File: config.mk
export PLATFORM = sky130hd
export DESIGN_NAME = gtp_tx_framer
export DESIGN_NICKNAME = d
export VERILOG_FILES = /design/src/rtl/gtp_frame_pkg.sv /design/src/rtl/gtp_cc_timer.sv /design/src/rtl/gtp_tx_framer.sv
export SDC_FILE = /design/constraint.sdc
export NUM_CORES = 1
export LEC_CHECK = 0
export ABC_AREA = 0
export ABC_CLOCK_PERIOD_IN_PS = 3050
export CORE_MARGIN = 2
export CORE_UTILIZATION = 45
export DETAILED_ROUTE_END_ITERATION = 8
export PLACE_DENSITY = 0.7
export SLEW_MARGIN = 0
export SYNTH_ARGS = -nofsm -noshare
export SYNTH_HDL_FRONTEND = slang
export SYNTH_SLANG_ARGS = --single-unit
File: constraint.sdc
create_clock -name clk -period 3.05 [get_ports clk]
set_input_delay 0.61 -clock clk [delete_from_list [all_inputs] [get_ports clk]]
set_output_delay 0.61 -clock clk [all_outputs]
set_load 0.01 [all_outputs]
File: src/rtl/gtp_frame_pkg.sv
// Shared framing constants and types for the GTP TX framer and RX deframer.
// Byte 0 carries the K character on every control word.
package gtp_frame_pkg;

    localparam logic [31:0] IDLE_W = 32'h4A4A_4ABC;
    localparam logic [3:0]  IDLE_K = 4'b0001;
    localparam logic [31:0] SOF_W  = 32'h5050_50FB;
    localparam logic [3:0]  SOF_K  = 4'b0001;
    localparam logic [31:0] EOF_W  = 32'h5050_50FD;
    localparam logic [3:0]  EOF_K  = 4'b0001;
    localparam logic [31:0] CC_W   = 32'hF7F7_F7F7;
    localparam logic [3:0]  CC_K   = 4'b1111;
    localparam logic [3:0]  DATA_K = 4'b0000;

    localparam int TRL_CNT_W = 16;
    localparam int TRL_SUM_W = 16;

    typedef enum logic [1:0] {
        ST_IDLE,
        ST_DATA,
        ST_EOF,
        ST_CC
    } fr_state_e;

endpackage

File: src/rtl/gtp_cc_timer.sv
// Free-running clock-correction timer with a sticky request.
// A new expiry wins over a clear arriving in the same cycle.
module gtp_cc_timer #(
    parameter int unsigned CC_PERIOD = 5000
) (
    input  logic clk,
    input  logic rst_n,
    input  logic cc_clr,
    output logic cc_req
);

    localparam int TW = $clog2(CC_PERIOD);
    localparam logic [TW-1:0] RELOAD = TW'(CC_PERIOD - 1);

    logic [TW-1:0] timer_q, timer_d;
    logic          req_q, req_d;
    logic          expire;

    // Count down, reload on zero and latch the request until serviced.
    always_comb begin
        expire  = (timer_q == '0);
        timer_d = expire ? RELOAD : timer_q - TW'(1);
        req_d   = expire | (req_q & ~cc_clr);
    end

    // Timer and request registers.
    always_ff @(posedge clk or negedge rst_n) begin
        if (!rst_n) begin
            timer_q <= RELOAD;
            req_q   <= 1'b0;
        end else begin
            timer_q <= timer_d;
            req_q   <= req_d;
        end
    end

    assign cc_req = req_q;

endmodule

File: src/rtl/gtp_tx_framer.sv
// Frames the packager word stream for the GTP transmitter: SOF, data,
// trailer {count,sum}, EOF, comma idles and clock-correction runs.
module gtp_tx_framer
    import gtp_frame_pkg::*;
#(
    parameter int unsigned CC_PERIOD = 5000,
    parameter int unsigned CC_LEN    = 4,
    parameter int unsigned MAX_FRAME = 256
) (
    input  logic        clk,
    input  logic        rst_n,
    input  logic        tx_enable,
    input  logic        s_tvalid,
    output logic        s_tready,
    input  logic [31:0] s_tdata,
    output logic [31:0] gtp_txdata,
    output logic [3:0]  gtp_txcharisk,
    output logic [31:0] frame_cnt,
    output logic        cc_active
);

    localparam logic [3:0] CC_LEN_C = 4'(CC_LEN);
    localparam logic [TRL_CNT_W-1:0] MAX_C = TRL_CNT_W'(MAX_FRAME);

    fr_state_e state_q, state_d, ret_q, ret_d, eff_st;
    logic [TRL_CNT_W-1:0] word_cnt_q, word_cnt_d;
    logic [TRL_SUM_W-1:0] sum_q, sum_d;
    logic [3:0]  cc_cnt_q, cc_cnt_d;
    logic [31:0] frame_cnt_q, frame_cnt_d;
    logic [31:0] txdata_q, txdata_d;
    logic [3:0]  txk_q, txk_d;
    logic        cc_req, cc_clr, cc_done, eff_req, room;

    gtp_cc_timer #(
        .CC_PERIOD (CC_PERIOD)
    ) u_cc_timer (
        .clk    (clk),
        .rst_n  (rst_n),
        .cc_clr (cc_clr),
        .cc_req (cc_req)
    );

    // Next state and output word; the last CC cycle runs the return
    // state's rules with the request already treated as serviced.
    always_comb begin
        state_d     = state_q;
        ret_d       = ret_q;
        word_cnt_d  = word_cnt_q;
        sum_d       = sum_q;
        cc_cnt_d    = cc_cnt_q;
        frame_cnt_d = frame_cnt_q;
        txdata_d    = IDLE_W;
        txk_d       = IDLE_K;
        cc_done     = (state_q == ST_CC) && (cc_cnt_q >= CC_LEN_C);
        eff_st      = cc_done ? ret_q : state_q;
        eff_req     = cc_req && !cc_done;
        room        = (word_cnt_q < MAX_C);
        s_tready    = (eff_st == ST_DATA) && !eff_req && room;
        cc_clr      = cc_done;
        case (eff_st)
            ST_IDLE: begin
                if (eff_req) begin
                    txdata_d = CC_W;
                    txk_d    = CC_K;
                    cc_cnt_d = 4'd1;
                    ret_d    = ST_IDLE;
                    state_d  = ST_CC;
                end else if (s_tvalid && tx_enable) begin
                    txdata_d   = SOF_W;
                    txk_d      = SOF_K;
                    word_cnt_d = '0;
                    sum_d      = '0;
                    state_d    = ST_DATA;
                end else begin
                    state_d = ST_IDLE;
                end
            end
            ST_DATA: begin
                if (eff_req) begin
                    txdata_d = CC_W;
                    txk_d    = CC_K;
                    cc_cnt_d = 4'd1;
                    ret_d    = ST_DATA;
                    state_d  = ST_CC;
                end else if (s_tvalid && room) begin
                    txdata_d   = s_tdata;
                    txk_d      = DATA_K;
                    word_cnt_d = word_cnt_q + TRL_CNT_W'(1);
                    sum_d      = sum_q + s_tdata[31:16] + s_tdata[15:0];
                    state_d    = ST_DATA;
                end else begin
                    txdata_d = {word_cnt_q, sum_q};
                    txk_d    = DATA_K;
                    state_d  = ST_EOF;
                end
            end
            ST_EOF: begin
                txdata_d    = EOF_W;
                txk_d       = EOF_K;
                frame_cnt_d = frame_cnt_q + 32'd1;
                state_d     = ST_IDLE;
            end
            ST_CC: begin
                txdata_d = CC_W;
                txk_d    = CC_K;
                cc_cnt_d = cc_cnt_q + 4'd1;
            end
            default: ;
        endcase
    end

    // State, counters and the registered TX word.
    always_ff @(posedge clk or negedge rst_n) begin
        if (!rst_n) begin
            state_q     <= ST_IDLE;
            ret_q       <= ST_IDLE;
            word_cnt_q  <= '0;
            sum_q       <= '0;
            cc_cnt_q    <= '0;
            frame_cnt_q <= '0;
            txdata_q    <= IDLE_W;
            txk_q       <= IDLE_K;
        end else begin
            state_q     <= state_d;
            ret_q       <= ret_d;
            word_cnt_q  <= word_cnt_d;
            sum_q       <= sum_d;
            cc_cnt_q    <= cc_cnt_d;
            frame_cnt_q <= frame_cnt_d;
            txdata_q    <= txdata_d;
            txk_q       <= txk_d;
        end
    end

    assign gtp_txdata    = txdata_q;
    assign gtp_txcharisk = txk_q;
    assign frame_cnt     = frame_cnt_q;
    assign cc_active     = (state_q == ST_CC);

endmodule

==> results_dict.tcl, run 1 <==
set metrics [dict create \
    status "completed" \
    drtIter0Drc 347 \
    die_w_um 121 \
    crit_chain "clkdlybuf4s50_1, fa_1, ha_2, fa_2, a21oi_4, o2111ai_4, a41o_1, a21oi_2, mux2_2, nand4b_1" \
    vias 5044 \
    power_leakage_nw 3.69 \
    tns_ns 0 \
    start_util 0.463 \
    hp-class "in -> async" \
    clock_latency_ns 0.41 \
    die-area_sq_mm 0.0146 \
    die_y_um 121 \
    rows 42 \
    ys.flop_type "dfrtp_1" \
    wl_mm 15.9 \
    clk_pin_slew_worst_paths_ns 0.06 \
    rr_worst_depth 9 \
    total_power_mw 7.38 \
    synthSimpleGateAreaFrac 0.183 \
    path_depth 10 \
    synth_cell_types 58 \
    worst_ep_arrival_time_ns 3.31 \
    worst_slew_pin_slew_ns 0.736 \
    hpwl_mm 11.5 \
    fill_cells 1056 \
    dp_slack_ns -0.584 \
    fin_nets 813 \
    syn_avg_cell_area_sq_um 10.2 \
    min_period_over_period 0.971 \
    cp_num_buf_inv 1 \
    critPathMaxStageDelay_ns 0.45 \
    synth.net_count 671 \
    clock-sinks 119 \
    ir_drop_v 0.000465 \
    finalSetupViolations 0 \
    core_area_sq_mm 0.0133 \
    drtAntennaViolNets 0 \
    synth-seq-cells 119 \
    cts_buffers 17 \
    cpLargestDelayFamily "adder cells" \
    yosysWarningCount 0 \
    grt-ovfl-total 0 \
    drv_cap 0 \
    portBuffers 105 \
    synthTopCellsByArea "dfrtp_1 (39%), dfstp_2 (9.4%), xnor2_1 (6.1%)" \
    synthAdderAreaFrac 0.0886 \
    path_class "in -> reg" \
    gp_congestion 0.881 \
    fin_ws_ns 0.0879 \
    grt_usage 0.229 \
    async_reset_ff_frac 1.00 \
    grt_pass1_vias 5334 \
    finalMaxSlewViolations 0 \
    synth_xor_area_frac 0.0839 \
    htree_levels 4 \
    crit_required_ns 3.40 \
    max-slew-margin-rel 0.509 \
    grt_pass1_wl_mm 26.2 \
    wl_per_cell_um 17.0 \
    clk_path_buf_depth 2 \
    synth_edf_count 0 \
    fin_skew_ns 0.0102 \
    yosys.area.top_type_share 0.394 \
    syn_area_sq_mm 0.00616 \
    period_needed_ns 2.96 \
    cp_max_fo 2 \
    viasPerCell 5.41 \
    synth_top_family_by_area "simple AND/OR/NAND/NOR gates" \
    cts_root_buffer "clkbuf_16" \
    cp-start-kind "primary input" \
    cts_hold_buf 0 \
    seq_area_frac_synth 0.488 \
    io_pins 106 \
    p_per_area_mw_per_mm2 889 \
    num_antenna_cells 0 \
    cts_tree "built" \
    synth-compound-area-share 0.117 \
    hold_ws_ns 0.173 \
    slowest_stage "clkdlybuf4s50_1" \
    worstSetupEndpointType "flop" \
    max_freq_mhz 338 \
    syn2layout_area_growth_pct 34.8 \
    dr.pass1.iters 5 \
    grt_max_degree 40 \
    syn_inst 601 \
    drc 0 \
    cts_setup_buffers 0 \
    synth.largest_area_cell "dfrtp_1" \
    antenna_found_initial 0 \
    finalHoldViolCount 0 \
    drive_gt1_frac 0.156 \
    synthMuxAreaShare 0.0122 \
]
-- timing repair --
item                       in CTS  in global routing
setup endpoints to repair       3                  7
pin swaps                       1                  2
gates resized for setup         3                 10
-- final cells by class --
class	count	area [sq um]	share of cell area
well taps	176	220	0.0265
clock buffers	21	470	0.0567
inverters	15	56.3	0.00678
multi-input cells	441	3030	0.365
flip-flops and latches	119	3010	0.362
repair buffers	149	1400	0.168
clock inverters	11	123	0.0148
-- stage by stage --
step / std cells / instance area, sq um / utilization
3_5_place_dp: 900 / 7660 / 0.576
4_1_cts: 932 / 8260 / 0.621
6_report: 932 / 8300 / 0.624
2_1_floorplan: 601 / 6160 / -
3_3_place_gp: 900 / 7660 / 0.576
5_1_grt: 932 / 8300 / 0.624
-- cell usage after synthesis, types with 4 or more instances --
library cell,number
dfrtp_1,97
nand2_1,91
xnor2_1,43
nor2_1,39
nand3_1,29
a21oi_1,26
dfstp_2,22
o21ai_0,22
clkbuf_1,19
a31oi_1,18
ha_1,18
fa_1,16
nor3_1,16
xor2_1,16
inv_1,15
a22o_1,13
and3_1,10
a21o_1,8
nand4_1,7
a211oi_1,6
nor2b_1,6
buf_2,4
mux2_2,4
-- worst register-to-register path, delay by kind of cell (launching register included) --
family,cells,cell delay [ns]
AOI/OAI and AO/OA,4,0.78
adders and majority gates,3,1.05
DFF,1,0.41
and+or+nand+nor,1,0.09
muxes,1,0.35
-- final timing paths --
kind | startpoint | end | slack, ns
max | s_tdata[0] | sum_q[15] | 0.09
min | rst_n | frame_cnt[7] | 0.17
max reg2reg | sum_q[1] | sum_q[15] | 0.32
min reg2reg | u_cc_timer.timer_q[0] | u_cc_timer.timer_q[0] | 0.46
max in group asynchronous | rst_n | u_cc_timer.timer_q[9] | 2.13
min in group clk | u_cc_timer.timer_q[0] | u_cc_timer.timer_q[0] | 0.46
-- flip-flops by register name (all words and copies together), names as in the netlist --
signal              flops
u_cc_timer.timer_q     13
ret_q                   1
gtp_txdata             32
sum_q                  16
word_cnt_q             16
cc_cnt_q                4
state_q                 2
frame_cnt              32
u_cc_timer.cc_req       1
gtp_txcharisk           2
-- cells in the final DEF, fill, tap and decap left out, types with 18 or more instances in the layout --
master           count
a21oi_1             23
clkdlybuf4s50_1    102
a31oi_1             18
buf_4               44
dfrtp_1             96
o21ai_0             20
nand2_1             91
xnor2_1             43
nor2_1              39
nand3_1             29
dfstp_2             22
-- cells by family (layout without fill, tap and decap cells) --
| group | Yosys count | in the layout |
|---|---|---|
| adders and majority gates | 34 | 34 |
| buffers and inverters | 41 | 196 |
| muxes | 7 | 7 |
| xor gates and xnor gates | 59 | 59 |
| DFF | 119 | 119 |
| AOI/OAI and AO/OA | 111 | 111 |
| and+or+nand+nor | 230 | 230 |
-- report_power, final --
part	switching (mW)	leakage [nW]	internal [mW]	total, mW
logic	1.61	1.88	1.50	3.11
clock network	0.723	0.281	1.26	1.99
registers	0.269	1.52	2.01	2.28
-- routing by layer --
metal | part of all wire | track usage | vias up
met5 | 0 | 0 | -
met4 | 0.022 | 0.0785 | 0
met3 | 0.051 | 0.0522 | 22
met2 | 0.50 | 0.396 | 144
met1 | 0.43 | 0.282 | 2495
li1 | - | - | 2383
(Power assumes the default switching activity.)
==> run 2: changes to the inputs <==
--- a/config.mk
+++ b/config.mk
@@ -9,6 +9,7 @@
 export ABC_CLOCK_PERIOD_IN_PS = 3050
 export CORE_MARGIN = 2
 export CORE_UTILIZATION = 45
+export CTS_CLUSTER_SIZE = 12
 export DETAILED_ROUTE_END_ITERATION = 8
 export PLACE_DENSITY = 0.7
 export SLEW_MARGIN = 0
==> results of run 2 <==
Same layout as run 1: the final DEF is identical, and so are final timing and power.
==> run 3: changes to the inputs <==
--- a/config.mk
+++ b/config.mk
@@ -12,6 +12,7 @@
 export CTS_CLUSTER_SIZE = 12
 export DETAILED_ROUTE_END_ITERATION = 8
 export PLACE_DENSITY = 0.7
+export SETUP_SLACK_MARGIN = 0.5
 export SLEW_MARGIN = 0
 export SYNTH_ARGS = -nofsm -noshare
 export SYNTH_HDL_FRONTEND = slang
==> run 3 against run 2 <==
Against the previous run:
- clock-buffer cell count unchanged
- core utilization grew 1.9 points
- maximum frequency grew 11%
- worst setup slack improved by 0.29 ns
- sequential share of layout area shrank 1.1 points
- highest routed layer unchanged
==> results_dict.tcl, run 3 (same netlist as run 1, synthesis figures left out) <==
set metrics [dict create \
    status "completed" \
    hp-class "in -> async" \
    worstSetupEndpointType "flop" \
    worst_slew_pin_slew_ns 0.771 \
    finalMaxSlewViolations 0 \
    finalHoldViolCount 0 \
    clk_pin_slew_worst_paths_ns 0.06 \
    placed_area_sq_mm 0.00761 \
    hpwl_mm 11.0 \
    antenna_found_initial 0 \
    io_pins 106 \
    drtAntennaViolNets 0 \
    dr.pass1.iters 5 \
    grt_max_degree 67 \
    p_per_area_mw_per_mm2 910 \
    finalSetupViolations 0 \
    slowest_stage "fa_1" \
    min_period_over_period 0.877 \
    grt_pass1_vias 5340 \
    portBuffers 105 \
    path_class "reg -> reg" \
    drc 0 \
    grt-ovfl-total 0 \
    crit_top_cell "a21oi_2" \
    power_leakage_nw 3.80 \
    cts_hold_buf 0 \
    start_util 0.463 \
    layout_common_cells "dfrtp_1 (95), nand2_1 (91), clkdlybuf4s50_1 (79), buf_4 (53), xnor2_1 (43)" \
    die-area_sq_mm 0.0146 \
    htree_levels 4 \
    design_area_sq_mm 0.00855 \
    critPathMaxStageDelay_ns 0.45 \
    cpLargestDelayFamily "adder cells" \
    cts_buffers 17 \
    syn2layout_area_growth_pct 39.0 \
    rsz0062_at_grt "true" \
    total_power_mw 7.78 \
    rows 42 \
    fin_skew_ns 0.00605 \
    drive_gt1_frac 0.213 \
    gp_congestion 0.900 \
    crit_required_ns 3.35 \
    cts_tree "built" \
    worst_ep_arrival_time_ns 2.97 \
    num_antenna_cells 0 \
    period_needed_ns 2.67 \
    vias 5202 \
    core_area_sq_mm 0.0133 \
    max-slew-margin-rel 0.486 \
    grt_usage 0.232 \
    die_w_um 121 \
    cts_root_buffer "clkbuf_16" \
    viasPerCell 5.53 \
    clock-sinks 119 \
    max_freq_mhz 374 \
    cp_max_fo 2 \
    cp-start-kind "flop" \
    clock_latency_ns 0.43 \
    fin_nets 822 \
    clk_path_buf_depth 2 \
    drv_cap 0 \
    wl_per_cell_um 17.1 \
    drtIter0Drc 366 \
    grt_pass1_wl_mm 26.2 \
    mostFrequentLayoutCell "dfrtp_1" \
    wl_mm 16.1 \
    fill_cells 1063 \
    cp_num_buf_inv 1 \
    die_y_um 121 \
    ir_drop_v 0.000539 \
    crit_chain "fa_1, ha_2, fa_2, a21oi_2, o2111ai_2, a41o_1, a21oi_2, buf_4, nor4bb_1, nand4b_1" \
]
## run 3: where the power goes
part	internal [mW]	switching [mW]	total, mW
Combinational	1.77	1.80	3.57
Clock	1.24	0.718	1.96
Sequential	2.01	0.241	2.25
## run 3: per-layer routing
| layer | track usage | vias to the layer above | wire length (um) | share of wire |
|---|---|---|---|---|
| li1 | - | 2403 | - | - |
| met5 | 0 | - | 0 | 0 |
| met1 | 0.284 | 2587 | 6750 | 0.42 |
| met2 | 0.387 | 179 | 8000 | 0.50 |
| met4 | 0.113 | 0 | 431 | 0.027 |
| met3 | 0.0536 | 33 | 905 | 0.056 |
## run 3: through the flow
stage,utilization,setup slack [ns],hold WS [ns],setup TNS [ns],instances
6_report,0.643,0.376,0.0820,0,941
5_1_grt,0.643,0.267,0.0931,0,941
4_1_cts,0.634,0.347,0.0792,0,931
3_5_place_dp,0.572,-0.332,0.463,-1.88,890
3_3_place_gp,0.572,-0.312,0.458,-1.68,890
2_1_floorplan,-,0.223,0.314,0,601
## run 3: timing repair
item                                    CTS  global route
gates cloned                              0             0
pin swaps                                36            23
setup buffers                             9            10
gates resized for setup                  62            18
endpoints found under the setup margin   12            15
## run 3: worst paths after layout
kind | to | start | depth (start not counted) | slack [ns]
worst max-delay path | sum_q[15] | sum_q[1] | 10 | 0.38
worst min-delay path | frame_cnt[15] | rst_n | 1 | 0.08
worst max register to register | sum_q[15] | sum_q[1] | 10 | 0.38
worst min register to register | u_cc_timer.timer_q[0] | u_cc_timer.timer_q[0] | 1 | 0.47
max in group asynchronous | u_cc_timer.timer_q[0] | rst_n | 2 | 2.25
min in group clk | gtp_txdata[1] | s_tdata[1] | 3 | 0.47
## run 3: final cells by class
| cell class | instances | area [sq um] | share of cell area |
|---|---|---|---|
| Multi-Input combinational cell | 441 | 3250 | 0.380 |
| Timing Repair Buffer | 158 | 1430 | 0.167 |
| Clock inverter | 11 | 124 | 0.0145 |
| Inverter | 15 | 56.3 | 0.00658 |
| Sequential cell | 119 | 3010 | 0.352 |
| Clock buffer | 21 | 460 | 0.0538 |
| Tap cell | 176 | 220 | 0.0257 |
